[config.mk]
export PLATFORM = sky130hd
export DESIGN_NAME = fetch_stage_flat
export DESIGN_NICKNAME = d
export VERILOG_FILES = /design/src/rtl/fetch_stage_if.sv /design/src/rtl/fetch_stage.sv /design/src/flat_wrapper.sv
export SDC_FILE = /design/constraint.sdc
export NUM_CORES = 1
export LEC_CHECK = 0
export BUFFER_PORTS_ARGS = -buffer_cell sky130_fd_sc_hd__buf_2
export CELL_PAD_IN_SITES_DETAIL_PLACEMENT = 0
export CELL_PAD_IN_SITES_GLOBAL_PLACEMENT = 1
export CORE_MARGIN = 2
export CORE_UTILIZATION = 48
export CTS_BUF_LIST = sky130_fd_sc_hd__clkbuf_4 sky130_fd_sc_hd__clkbuf_8
export CTS_CLUSTER_DIAMETER = 200
export DETAILED_ROUTE_END_ITERATION = 10
export GPL_TIMING_DRIVEN = 0
export HOLD_SLACK_MARGIN = 0.05
export MAX_ROUTING_LAYER = met4
export PLACE_DENSITY_LB_ADDON = 0.1
export SYNTH_ARGS = -nofsm -noshare
export SYNTH_HDL_FRONTEND = slang
export SYNTH_SLANG_ARGS = --single-unit
[constraint.sdc]
create_clock -name clk -period 5.5 [get_ports clk]
set_clock_uncertainty 0.15 [all_clocks]
set_input_delay 0.55 -clock clk [delete_from_list [all_inputs] [get_ports clk]]
set_output_delay 0.55 -clock clk [all_outputs]
set_load 0.005 [all_outputs]
[src/rtl/fetch_stage_if.sv]
// Instruction-memory request/acknowledge channel between the fetch stage and imem.
interface fetch_stage_if;
    logic        req;
    logic [15:0] adr;
    logic        ack;
    logic [15:0] rdata;

    modport master (output req, output adr, input ack, input rdata);
    modport slave  (input req, input adr, output ack, output rdata);
endinterface

[src/rtl/fetch_stage.sv]
// Instruction-fetch stage: owns the PC, runs the imem req/ack handshake,
// buffers fetched words in a small queue and drives the IF/ID register.
module fetch_stage #(
    parameter int unsigned DEPTH    = 2,
    parameter logic [15:0] RESET_PC = 16'h0000
) (
    input  logic          clk,
    input  logic          reset,
    input  logic          en_pc,
    input  logic          halt_fetch,
    input  logic          en_ifid,
    input  logic          flush_ifid,
    input  logic          jump_pred,
    input  logic [15:0]   jump_pred_adr,
    input  logic          jump_pred_miss,
    input  logic [15:0]   pcinc_evac,
    input  logic          jump_pred_adr_miss,
    input  logic [15:0]   jump_target_ex,
    fetch_stage_if.master imem,
    output logic [15:0]   inst_id,
    output logic [15:0]   pcinc_id,
    output logic          flushed
);
    localparam int unsigned AW = 16;
    localparam int unsigned CW = $clog2(DEPTH + 1);
    localparam logic [CW-1:0] DEPTH_C = CW'(DEPTH);

    logic [AW-1:0] pc_q, pc_d;
    logic [CW-1:0] cnt_q, cnt_d;
    logic          drop_q, drop_d;
    logic          req_q, req_d;
    logic [AW-1:0] adr_q, adr_d;
    logic [AW-1:0] q_inst_q [DEPTH];
    logic [AW-1:0] q_inst_d [DEPTH];
    logic [AW-1:0] q_pcinc_q [DEPTH];
    logic [AW-1:0] q_pcinc_d [DEPTH];
    logic [AW-1:0] inst_d, pcinc_d;
    logic          flushed_d;

    logic          redirect;
    logic [AW-1:0] target;
    logic          ack_hit;
    logic          outstanding;
    logic          accept;
    logic          load;
    logic          deq;
    logic          bypass;
    logic          enq;
    logic [AW-1:0] acc_pcinc;
    logic [CW-1:0] wr_idx;

    assign imem.req = req_q;
    assign imem.adr = adr_q;

    // State register
    always_ff @(posedge clk or negedge reset) begin
        if (!reset) begin
            pc_q     <= RESET_PC;
            cnt_q    <= '0;
            drop_q   <= 1'b0;
            req_q    <= 1'b0;
            adr_q    <= RESET_PC;
            inst_id  <= '0;
            pcinc_id <= '0;
            flushed  <= 1'b1;
            for (int unsigned i = 0; i < DEPTH; i++) begin
                q_inst_q[i]  <= '0;
                q_pcinc_q[i] <= '0;
            end
        end else begin
            pc_q      <= pc_d;
            cnt_q     <= cnt_d;
            drop_q    <= drop_d;
            req_q     <= req_d;
            adr_q     <= adr_d;
            inst_id   <= inst_d;
            pcinc_id  <= pcinc_d;
            flushed   <= flushed_d;
            q_inst_q  <= q_inst_d;
            q_pcinc_q <= q_pcinc_d;
        end
    end

    // Next-state: redirect, handshake, queue and IF/ID
    always_comb begin
        pc_d      = pc_q;
        cnt_d     = cnt_q;
        drop_d    = drop_q;
        req_d     = req_q;
        adr_d     = adr_q;
        inst_d    = inst_id;
        pcinc_d   = pcinc_id;
        flushed_d = flushed;
        q_inst_d  = q_inst_q;
        q_pcinc_d = q_pcinc_q;

        redirect = 1'b1;
        target   = pc_q;
        if (jump_pred_miss) begin
            target = pcinc_evac;
        end else if (jump_pred_adr_miss) begin
            target = jump_target_ex;
        end else if (jump_pred) begin
            target = jump_pred_adr;
        end else begin
            redirect = 1'b0;
        end

        ack_hit     = req_q && imem.ack;
        outstanding = req_q && !imem.ack;
        accept      = ack_hit && !drop_q && !redirect;
        acc_pcinc   = adr_q + AW'(1);

        // Bypass only into an empty queue, so FIFO order is never overtaken
        load   = en_ifid && !flush_ifid;
        deq    = load && (cnt_q != '0) && !redirect;
        bypass = load && (cnt_q == '0) && accept;
        enq    = accept && !bypass;
        wr_idx = cnt_q - CW'(deq);

        if (ack_hit) begin
            drop_d = 1'b0;
        end
        if (redirect && outstanding) begin
            drop_d = 1'b1;
        end

        if (redirect) begin
            pc_d = target;
        end else if (accept) begin
            pc_d = acc_pcinc;
        end

        if (deq) begin
            for (int unsigned i = 0; i + 1 < DEPTH; i++) begin
                q_inst_d[i]  = q_inst_q[i+1];
                q_pcinc_d[i] = q_pcinc_q[i+1];
            end
        end
        for (int unsigned i = 0; i < DEPTH; i++) begin
            if (enq && (CW'(i) == wr_idx)) begin
                q_inst_d[i]  = imem.rdata;
                q_pcinc_d[i] = acc_pcinc;
            end
        end

        if (redirect) begin
            cnt_d = '0;
        end else begin
            cnt_d = cnt_q + CW'(enq) - CW'(deq);
        end

        if (en_ifid) begin
            if (deq) begin
                inst_d    = q_inst_q[0];
                pcinc_d   = q_pcinc_q[0];
                flushed_d = 1'b0;
            end else if (bypass) begin
                inst_d    = imem.rdata;
                pcinc_d   = acc_pcinc;
                flushed_d = 1'b0;
            end else begin
                inst_d    = '0;
                pcinc_d   = '0;
                flushed_d = 1'b1;
            end
        end

        // An outstanding request holds req/adr until acknowledged
        if (!outstanding) begin
            req_d = !drop_d && en_pc && !halt_fetch && (cnt_d < DEPTH_C);
            adr_d = pc_d;
        end
    end
endmodule
[src/flat_wrapper.sv]
// flat-port wrapper written by rule: the top's interface ports become plain ports
module fetch_stage_flat 
#(
    parameter int unsigned DEPTH    = 2,
    parameter logic [15:0] RESET_PC = 16'h0000
)
  (clk, reset, en_pc, halt_fetch, en_ifid, flush_ifid, jump_pred, jump_pred_adr, jump_pred_miss, pcinc_evac, jump_pred_adr_miss, jump_target_ex, inst_id, pcinc_id, flushed, imem_req, imem_adr, imem_ack, imem_rdata);
  fetch_stage_if imem_i ();
  input  logic clk;
  input  logic reset;
  input  logic en_pc;
  input  logic halt_fetch;
  input  logic en_ifid;
  input  logic flush_ifid;
  input  logic jump_pred;
  input  logic [15:0] jump_pred_adr;
  input  logic jump_pred_miss;
  input  logic [15:0] pcinc_evac;
  input  logic jump_pred_adr_miss;
  input  logic [15:0] jump_target_ex;
  output logic [15:0] inst_id;
  output logic [15:0] pcinc_id;
  output logic flushed;
  output wire logic [$bits(imem_i.req)-1:0] imem_req;
  output wire logic [$bits(imem_i.adr)-1:0] imem_adr;
  input wire logic [$bits(imem_i.ack)-1:0] imem_ack;
  input wire logic [$bits(imem_i.rdata)-1:0] imem_rdata;
  assign imem_req = imem_i.req;
  assign imem_adr = imem_i.adr;
  assign imem_i.ack = imem_ack;
  assign imem_i.rdata = imem_rdata;
  fetch_stage #(.DEPTH(DEPTH), .RESET_PC(RESET_PC)) u_core (.clk(clk), .reset(reset), .en_pc(en_pc), .halt_fetch(halt_fetch), .en_ifid(en_ifid), .flush_ifid(flush_ifid), .jump_pred(jump_pred), .jump_pred_adr(jump_pred_adr), .jump_pred_miss(jump_pred_miss), .pcinc_evac(pcinc_evac), .jump_pred_adr_miss(jump_pred_adr_miss), .jump_target_ex(jump_target_ex), .imem(imem_i), .inst_id(inst_id), .pcinc_id(pcinc_id), .flushed(flushed));
endmodule
==> flow_summary.toml, run 1 <==
[route]
drc = 0
dr.pass1.iters = 4
drtAntennaViolNets = 0
drtIter0Drc = 327
avgViaCountPerCell = 5.41
vias = 4912
wirelength_um = 15800
wl_per_cell_um = 17.4

[logic_synthesis]
synth.ff_latch_count = 133
yosysSeqAreaShare_pct = 52.8
yosys.area.top_type = "dfrtp_1"
synthesis.nets = 659
synth.most_common_cell = "dfrtp_1"
ys_top_cells_by_count = "dfrtp_1 (132), a21oi_1 (63), nor2_1 (49), nor2b_1 (33), nand2_1 (32)"
syn_avg_cell_area_um2 = 10.8
synth_top_cells_by_area = "dfrtp_1 (52%), a21oi_1 (5.0%), mux2_2 (4.8%)"
syn_inst = 581
ys_dominant_reg_cell = "dfrtp_1"
yosysTopAreaCellShare_pct = 52.4
synth_cell_types = 48
netlist_area_mm2 = 0.00630
yosys_warnings = 0
async_flop_share_pct = 100
synth_enable_flop_cells = 0

[floorplanning]
die_w_um = 119
coreArea_mm2 = 0.0127
dieArea_mm2 = 0.0141
ios = 124
placementRows = 41
die_h_um = 119
start_util_pct = 49.5

[sta]
tns_ns = 0
period_share_pct = 73.9
slew_headroom_pct = 37.4
hold_viol_final = 0
maxSlewViolCount = 0
fmax_mhz = 246
rsz0062_at_grt = "no"
setup_viol = 0
hold_ws_ns = 0.137
worstMarginPinSlew_ns = 0.932
final.min_clock_period_ns = 4.06

[place]
hpwl_um = 11200
gp_congestion = 0.778
port_buffers = 122

[clock_tree]
cts_buffer_depth = 2
ctsHoldBuffers = 1
cts_tree = "built"
cts_resized = 0
clock_sinks = 133
clock_tree.root_cell = "clkbuf_8"
htreeDepth = 4
postCtsSetupBuffers = 0
path_clk_slew_ns = 0.08
cts_buffers = 17
clkLatencyLatePin_ns = 0.44

[run_status]
outcome = "finished clean"

[cells_and_area]
multi_input_area_mm2 = 0.00271
fin_util_pct = 59.3
nets = 802
fillers = 1166
drive_gt1_share_pct = 28.4
seq_area_mm2 = 0.00333
area_delta_synth_final_pct = 19.8
antenna_cells = 0

[worst_setup_path]
setup.worst_path.class = "primary input to flop"
crit_family = "buffers and inverters"
slowest_stage = "nor4_4"
crit_required_ns = 5.67
worstPathCellList = "buf_2 > or3_1 > buf_2 > nor3_1 > clkbuf_1 > clkbuf_1 > ha_1 > nor4_4 > buf_6 > mux2_4"
cp_max_fo = 11
setup.worst_path.end_class = "flop"
worstPathArrival_ns = 4.24
slowest_delay_ns = 0.71
cp-start-kind = "primary input"
crit_buf_inv = 5

[pwr]
power_density_mw_per_mm2 = 312
ir_worst_vdd_uv = 110
p_leak_uw = 0.00360
p_total_uw = 2360

[flow_run]
maxCapViolations = 0

[global_route]
track_usage_pct = 24.5
antenna_found_initial = 0
grt_pass1_wl_um = 25900
grt_max_degree = 77
grt_pass1_vias = 4909
grt_overflow = 0

[worst_hold_path]
min_path_type = "primary input to flop"
-- worst reg2reg max path: stages, from the launching register on --
cell	delay [ns]
dfrtp_1	0.42
nor2_1	0.10
nor3_1	0.31
clkbuf_1	0.44
clkbuf_1	0.53
ha_1	0.39
nor4_4	0.72
buf_6	0.29
mux2_4	0.32
-- power by group --
part / internal, µW / switching (µW)
clock: 412 / 349
sequential: 1110 / 96.6
combinational: 183 / 203
-- state kept, by name (all words and copies together), names as in the netlist --
name / count
u_core.pcinc_id: 16
u_core.imem.adr: 16
u_core.pc_q: 16
u_core.q_inst_q: 32
u_core.cnt_q: 2
u_core.drop_q: 1
u_core.flushed: 1
u_core.q_pcinc_q: 32
u_core.imem.req: 1
u_core.inst_id: 16
-- stage by stage --
stage / setup WS, ns / instances / instance area, µm²
after floorplan: 1.86 / 581 / 6300
after global placement: 0.995 / 875 / 7130
after detailed placement: 0.999 / 876 / 7160
after CTS: 1.46 / 908 / 7550
after global routing: 1.18 / 908 / 7550
final: 1.44 / 908 / 7550
-- metal layers --
| metal | wire length, µm | part of all wire (%) | track usage [%] | up-vias |
|---|---|---|---|---|
| met1 | 7320 | 46 | 33.0 | 2379 |
| met4 | 212 | 1.3 | 7.96 | 0 |
| met2 | 7450 | 47 | 37.4 | 160 |
| li1 | - | - | - | 2355 |
| met3 | 831 | 5.3 | 4.87 | 18 |
| met5 | 0 | 0 | - | - |
-- cells in the final DEF (no fill, tap or decap), types with 4 or more instances in the layout --
cell type  count
inv_1          9
nand2b_1       4
buf_6         10
nor2_1        49
a221o_1       18
ha_1           4
nor2b_1       33
o21ai_1        7
xnor2_1       11
clkbuf_8      24
buf_2        124
o22ai_1       15
mux2i_1       30
a21oi_1       63
nand3_1        6
o21ai_0       31
mux2_4        10
clkbuf_1      22
mux2_2        27
dfrtp_1      132
nor3_1         7
a31oi_1        4
clkbuf_4       4
xor2_1        13
nand2_1       32
-- final timing paths --
path	slack, ns	start	end	cells past startpoint
worst max-delay path	1.44	jump_pred	u_core.q_inst_q[8]	10
worst min-delay path	0.14	halt_fetch	u_core.imem.req	2
worst max register to register	1.72	u_core.cnt_q[1]	u_core.q_inst_q[8]	8
worst min register to register	0.35	u_core.q_pcinc_q[27]	u_core.pcinc_id[11]	2
max in group asynchronous	3.94	reset	u_core.pcinc_id[12]	3
min in group asynchronous	0.50	reset	u_core.inst_id[12]	2
-- cell families after synthesis --
group | after synthesis | share of synthesized area (%)
buffers and inverters | 49 | 4.23
adder cells (fa/ha/maj) | 4 | 0.794
multiplexers | 67 | 12.0
flip-flops | 133 | 52.8
AND/OR/NAND/NOR | 146 | 11.4
XOR/XNOR | 24 | 3.34
AO/OA/AOI/OAI | 158 | 15.5
-- area by class of cell --
class | count | area share (%)
multi-input combinational | 399 | 35.9
clock buffer | 28 | 4.77
clock inverter | 3 | 0.199
buffer | 40 | 3.08
inverter | 9 | 0.448
tap | 172 | 2.85
sequential | 133 | 44.1
timing repair buffer | 124 | 8.67
(Power assumes the default switching activity.)
==> run 2, diff against run 1 <==
--- a/config.mk
+++ b/config.mk
@@ -5,11 +5,12 @@
 export SDC_FILE = /design/constraint.sdc
 export NUM_CORES = 1
 export LEC_CHECK = 0
+export ABC_AREA = 1
 export BUFFER_PORTS_ARGS = -buffer_cell sky130_fd_sc_hd__buf_2
 export CELL_PAD_IN_SITES_DETAIL_PLACEMENT = 0
 export CELL_PAD_IN_SITES_GLOBAL_PLACEMENT = 1
 export CORE_MARGIN = 2
-export CORE_UTILIZATION = 48
+export CORE_UTILIZATION = 39
 export CTS_BUF_LIST = sky130_fd_sc_hd__clkbuf_4 sky130_fd_sc_hd__clkbuf_8
 export CTS_CLUSTER_DIAMETER = 200
 export DETAILED_ROUTE_END_ITERATION = 10
==> constraint.sdc (replaced) <==
create_clock -name clk -period 3.65 [get_ports clk]
set_clock_uncertainty 0.15 [all_clocks]
set_input_delay 0.365 -clock clk [delete_from_list [all_inputs] [get_ports clk]]
set_output_delay 0.365 -clock clk [all_outputs]
set_load 0.005 [all_outputs]
==> flow_summary.toml, run 2 <==
[run_status]
outcome = "finished clean"

[pwr]
p_leak_uw = 0.00425
p_int_uw = 2720
netSwitchingPower_uw = 1130
combPwrFrac_pct = 18.1
power_frac_seq_pct = 47.2
power_density_mw_per_mm2 = 469
ir_worst_vdd_uv = 287
clkPwrFrac_pct = 34.7
p_sw_share_pct = 29.4

[route]
vias = 6103
dr.pass1.iters = 4
drtAntennaViolNets = 0
wirelength_um = 19900
drc = 0
wl_per_cell_um = 16.6
avgViaCountPerCell = 5.09
drtIter0Drc = 348

[worst_setup_path]
worstPathArrival_ns = 2.80
setup.worst_path.end_class = "flop"
crit_buf_inv = 5
cp_max_fo = 11
cp-start-kind = "flop"
setup.worst_path.class = "flop to flop"
slowest_delay_ns = 0.40
slowest_stage = "dfrtp_1"
crit_required_ns = 3.82
worstPathCellList = "nor2_1 > inv_1 > nand3_4 > inv_2 > buf_2 > ha_1 > inv_1 > nand2_1 > nand2_1 > nor2_1 > nand3_4 > nand2_2 > buf_4 > o211ai_1"
crit_family = "simple AND/OR/NAND/NOR gates"

[logic_synthesis]
async_flop_share_pct = 100
ys_dominant_reg_cell = "dfrtp_1"
yosys.area.top_type = "dfrtp_1"
yosysTopAreaCellShare_pct = 49.5
synth_top_family_by_area = "simple AND/OR/NAND/NOR gates"
yosys_warnings = 0
synth_cell_types = 37
synth-simple-area-share_pct = 27.5
netlist_area_mm2 = 0.00667
yosys.area_share.adder_pct = 0.751
synth.ff_latch_count = 133
ys_top_cells_by_count = "nand2_1 (277), dfrtp_1 (132), nand3_1 (80), inv_1 (78), o211ai_1 (35)"
yosys.area_share.xor_xnor_pct = 0.920
synth_top_cells_by_area = "dfrtp_1 (50%), nand2_1 (16%), nand3_1 (6.0%)"
yosysSeqAreaShare_pct = 49.9
synth_compound_area_share_pct = 12.7
syn_inst = 804
muxShareOfSynthArea_pct = 0
syn_avg_cell_area_um2 = 8.29
synthesis.nets = 882
synth_enable_flop_cells = 0
synth.most_common_cell = "nand2_1"

[floorplanning]
coreArea_mm2 = 0.0166
ios = 124
dieArea_mm2 = 0.0182
placementRows = 47
die_w_um = 135
start_util_pct = 40.1
die_h_um = 135

[clock_tree]
clock_sinks = 133
htreeDepth = 4
cts_buffers = 17
clock_tree.root_cell = "clkbuf_8"
clkLatencyLatePin_ns = 0.44
cts_buffer_depth = 2
cts_tree = "built"
path_clk_slew_ns = 0.08
cts_resized = 0

[global_route]
grt_overflow = 0
grt_pass1_wl_um = 32100
grt_pass1_vias = 6138
antenna_found_initial = 1
grt_max_degree = 86
track_usage_pct = 23.7

[cells_and_area]
drive_gt1_share_pct = 23.1
multi_input_area_mm2 = 0.00280
reg_top3 = "u_core.q_inst_q (32), u_core.q_pcinc_q (32)"
fillers = 1660
mostFrequentLayoutCells = "nand2_1 (277), buf_2 (140), dfrtp_1 (132)"
nets = 1043
area_delta_synth_final_pct = 23.2
seq_area_mm2 = 0.00333
final_common_cell = "nand2_1"

[sta]
maxSlewViolCount = 0
hold_viol_final = 0
tns_ns = 0
final.min_clock_period_ns = 2.64
hold_ws_ns = 0.142
slew_headroom_pct = 58.1
fmax_mhz = 379
period_share_pct = 72.3
worstMarginPinSlew_ns = 0.629
rsz0062_at_grt = "no"
setup_viol = 0

[flow_run]
maxCapViolations = 0

[place]
port_buffers = 122
gp_congestion = 0.888
hpwl_um = 14700

[worst_hold_path]
min_path_type = "primary input to flop"
==> run 2: cell types whose count changed after synthesis, sizes merged, moves of 18 or more <==
| cell | change |
|---|---|
| a221o | -18 |
| a21oi | -53 |
| nor2b | -33 |
| nand2 | +250 |
| mux2i | -30 |
| nand3 | +77 |
| inv | +78 |
| nor2 | -19 |
| o211ai | +39 |
| mux2 | -37 |
==> run 2: metrics by stage <==
step,util [%],cells,power (µW),setup slack [ns],cell area [µm²]
2_1_floorplan,-,804,2240,1.30,6670
3_3_place_gp,45.4,1146,2500,0.223,7550
3_5_place_dp,45.6,1147,2530,0.628,7590
4_1_cts,49.3,1198,3900,0.974,8210
5_1_grt,49.3,1199,4080,0.722,8210
6_report,49.3,1199,3850,1.01,8210
==> run 2: per-layer routing <==
metal | share of wire (%) | global-route usage [%] | vias to the layer above | wire, µm
met3 | 3.7 | 4.17 | 17 | 738
met2 | 50 | 39.5 | 129 | 9950
li1 | - | - | 2942 | -
met5 | 0 | - | - | 0
met4 | 0.88 | 6.55 | 0 | 176
met1 | 45 | 29.9 | 3015 | 9030
==> run 2: logic make-up after synthesis <==
logic type / Yosys count
AOI/OAI and AO/OA: 123
xor gates and xnor gates: 7
adders and majority gates: 4
and+or+nand+nor: 414
buffers and inverters: 123
DFF: 133
==> run 2: path summary, 6_finish.rpt <==
kind                                 startpoint                    to  slack [ns]  depth (start not counted)
min in group asynchronous                 reset   u_core.q_inst_q[28]        0.27                          2
max                             u_core.cnt_q[1]  u_core.q_pcinc_q[22]        1.01                         14
max in group asynchronous                 reset   u_core.q_pcinc_q[8]        2.25                          3
min reg2reg                u_core.q_pcinc_q[11]  u_core.q_pcinc_q[11]        0.34                          2
max reg2reg                     u_core.cnt_q[1]  u_core.q_pcinc_q[22]        1.01                         14
min                                    imem_ack   u_core.imem.adr[15]        0.14                          4
==> run 2: cell type report <==
cell class | count | area share, %
diodes | 1 | 0.0305
plain buffers | 36 | 2.58
clock buffers | 24 | 3.79
clock inverters | 8 | 1.48
inverters | 87 | 4.01
multi-input cells | 548 | 34.1
flip-flops and latches | 133 | 40.5
well taps | 220 | 3.35
repair buffers | 142 | 10.2
==> run 2: power by group through the flow <==
| stage | clock, µW | sequential [µW] | combinational, µW |
|---|---|---|---|
| 5_1_grt | 1440 | 1840 | 794 |
| 4_1_cts | 1370 | 1820 | 708 |
| 6_report | 1340 | 1820 | 697 |
| 3_5_place_dp | 0 | 1850 | 686 |
| 3_3_place_gp | 0 | 1840 | 659 |
| 2_1_floorplan | 0 | 1810 | 429 |
==> run 2: worst reg2reg max path, delay by kind of cell (launching register included) <==
kind / cells / cell delay, ns
flops: 1 / 0.40
compound gates: 1 / 0.12
simple gates: 7 / 0.82
buf+inv: 5 / 0.81
fa+ha+maj: 1 / 0.22
==> run 2: repair_timing <==
| item | 4_1_cts | 5_1_grt |
|---|---|---|
| hold endpoints to repair | 80 | 0 |
| buffers inserted | 0 | 0 |
| hold buffers | 19 | 0 |
==> run 3, diff against run 2 <==
--- a/config.mk
+++ b/config.mk
@@ -10,7 +10,7 @@
 export CELL_PAD_IN_SITES_DETAIL_PLACEMENT = 0
 export CELL_PAD_IN_SITES_GLOBAL_PLACEMENT = 1
 export CORE_MARGIN = 2
-export CORE_UTILIZATION = 39
+export CORE_UTILIZATION = 43
 export CTS_BUF_LIST = sky130_fd_sc_hd__clkbuf_4 sky130_fd_sc_hd__clkbuf_8
 export CTS_CLUSTER_DIAMETER = 200
 export DETAILED_ROUTE_END_ITERATION = 10
==> constraint.sdc (replaced) <==
create_clock -name clk -period 2.45 [get_ports clk]
set_clock_uncertainty 0.15 [all_clocks]
set_input_delay 0.245 -clock clk [delete_from_list [all_inputs] [get_ports clk]]
set_output_delay 0.245 -clock clk [all_outputs]
set_load 0.005 [all_outputs]
==> flow_summary.toml, run 3 (synthesis gave the netlist of run 2 again) <==
[run_status]
outcome = "finished clean"

[clock_tree]
clkLatencyLatePin_ns = 0.44
clock_sinks = 133
clock_tree.root_cell = "clkbuf_8"
path_clk_slew_ns = 0.07
cts_buffer_depth = 2
cts_tree = "built"
cts_buffers = 17
htreeDepth = 4

[cells_and_area]
nets = 1071
fin_area_mm2 = 0.00842
antenna_cells = 0
final_common_cell = "nand2_1"
reg_top3 = "u_core.q_inst_q (32), u_core.q_pcinc_q (32)"
area_delta_synth_final_pct = 26.3
seq_area_mm2 = 0.00333
multi_input_area_mm2 = 0.00281
final_cells = 1193
mostFrequentLayoutCells = "nand2_1 (277), buf_2 (136), dfrtp_1 (132)"
drive_gt1_share_pct = 23.0
fillers = 1432

[place]
dp_cells = 1115
gp_congestion = 0.893
port_buffers = 122
dpl_cell_area_mm2 = 0.00755
hpwl_um = 14100
pre_cts_slack_ns = -0.504

[global_route]
grt_pass1_vias = 6275
track_usage_pct = 25.7
grt_overflow = 0
antenna_found_initial = 0
grt_pass1_wl_um = 32100
grt_max_degree = 70

[floorplanning]
ios = 124
dieArea_mm2 = 0.0165
die_w_um = 129
placementRows = 45
start_util_pct = 43.9
coreArea_mm2 = 0.0152
die_h_um = 129

[route]
wirelength_um = 19400
drtIter0Drc = 373
avgViaCountPerCell = 5.13
wl_per_cell_um = 16.3
drtAntennaViolNets = 0
vias = 6123
dr.pass1.iters = 7
drc = 0

[worst_setup_path]
reg2reg_depth = 12
slowest_delay_ns = 0.40
crit_buf_inv = 5
crit_required_ns = 2.61
slowest_stage = "dfrtp_1"
worstPathArrival_ns = 2.42
cp-start-kind = "flop"
cp.depth = 12
setup.worst_path.class = "flop to flop"
setup.worst_path.end_class = "flop"
worstPathCellList = "nor2_2 > inv_1 > nand3_4 > inv_6 > buf_6 > ha_1 > inv_1 > nor2_2 > nand3_4 > nand2_4 > buf_6 > o211ai_1"
cp_max_fo = 11
crit_family = "simple AND/OR/NAND/NOR gates"

[pwr]
power_density_mw_per_mm2 = 654
p_leak_uw = 0.00434
ir_worst_vdd_uv = 335

[sta]
maxSlewViolCount = 0
setup_viol = 0
worstMarginPinSlew_ns = 0.662
final.min_clock_period_ns = 2.26
hold_ws_ns = 0.0813
slew_headroom_pct = 55.9
fmax_mhz = 443
period_share_pct = 92.1
fin_ws_ns = 0.195
hold_viol_final = 0

[worst_hold_path]
min_path_type = "primary input to flop"
holdPathStages = 5

[flow_run]
maxCapViolations = 0
[run 3: area by class of cell]
type | count | share of cell area (%)
Clock buffer | 22 | 3.37
Tap cell | 188 | 2.79
Clock inverter | 9 | 0.951
Buffer | 36 | 2.90
Timing Repair Buffer | 170 | 13.1
Sequential cell | 133 | 39.5
Inverter | 87 | 4.00
Multi-Input combinational cell | 548 | 33.3
[run 3: report_power, final]
group	internal (µW)	switching [µW]	total (µW)
registers	2510	200	2710
logic	435	640	1080
clock network	877	846	1720
[run 3: metal layers]
layer / GRT usage, % / vias to the layer above / routed length [µm]
met5: - / - / 0
li1: - / 3011 / -
met4: 8.76 / 0 / 378
met2: 41.7 / 190 / 9380
met1: 32.8 / 2897 / 8790
met3: 4.62 / 25 / 891
[run 3: worst register-to-register path, cell delays in order, from the launching register on]
cell,delay (ns)
dfrtp_1,0.40
nor2_2,0.12
inv_1,0.07
nand3_4,0.09
inv_6,0.06
buf_6,0.15
ha_1,0.29
inv_1,0.06
nor2_2,0.16
nand3_4,0.16
nand2_4,0.14
buf_6,0.17
o211ai_1,0.11
[run 3: path summary, 6_finish.rpt]
check,from,end,slack [ns]
worst min register to register,u_core.q_pcinc_q[14],u_core.q_pcinc_q[14],0.33
worst min-delay path,jump_target_ex[12],u_core.pc_q[12],0.08
worst max-delay path,u_core.cnt_q[1],u_core.q_pcinc_q[19],0.19
min in group asynchronous,reset,u_core.q_inst_q[25],0.22
max in group asynchronous,reset,u_core.flushed,1.16
worst max register to register,u_core.cnt_q[1],u_core.q_pcinc_q[19],0.19
[run 3: timing repair]
| action | 4_1_cts | 5_1_grt |
|---|---|---|
| hold endpoints to repair | 133 | 0 |
| buffers inserted | 0 | 4 |
| pin swaps | 0 | 1 |
| hold buffers | 43 | 0 |
| setup endpoints to repair | 40 | 65 |
| gates resized for setup | 6 | 13 |
[run 3: metrics by stage]
| step | utilization (%) | power [µW] | TNS, ns |
|---|---|---|---|
| finish | 55.4 | 5510 | 0 |
| global route | 55.4 | 5820 | -0.00915 |
| CTS | 55.0 | 5550 | -0.0208 |
| detailed placement | 49.6 | 3760 | -22.22 |
| global placement | 49.4 | 3710 | -120.41 |
| floorplan | - | 3340 | 0 |
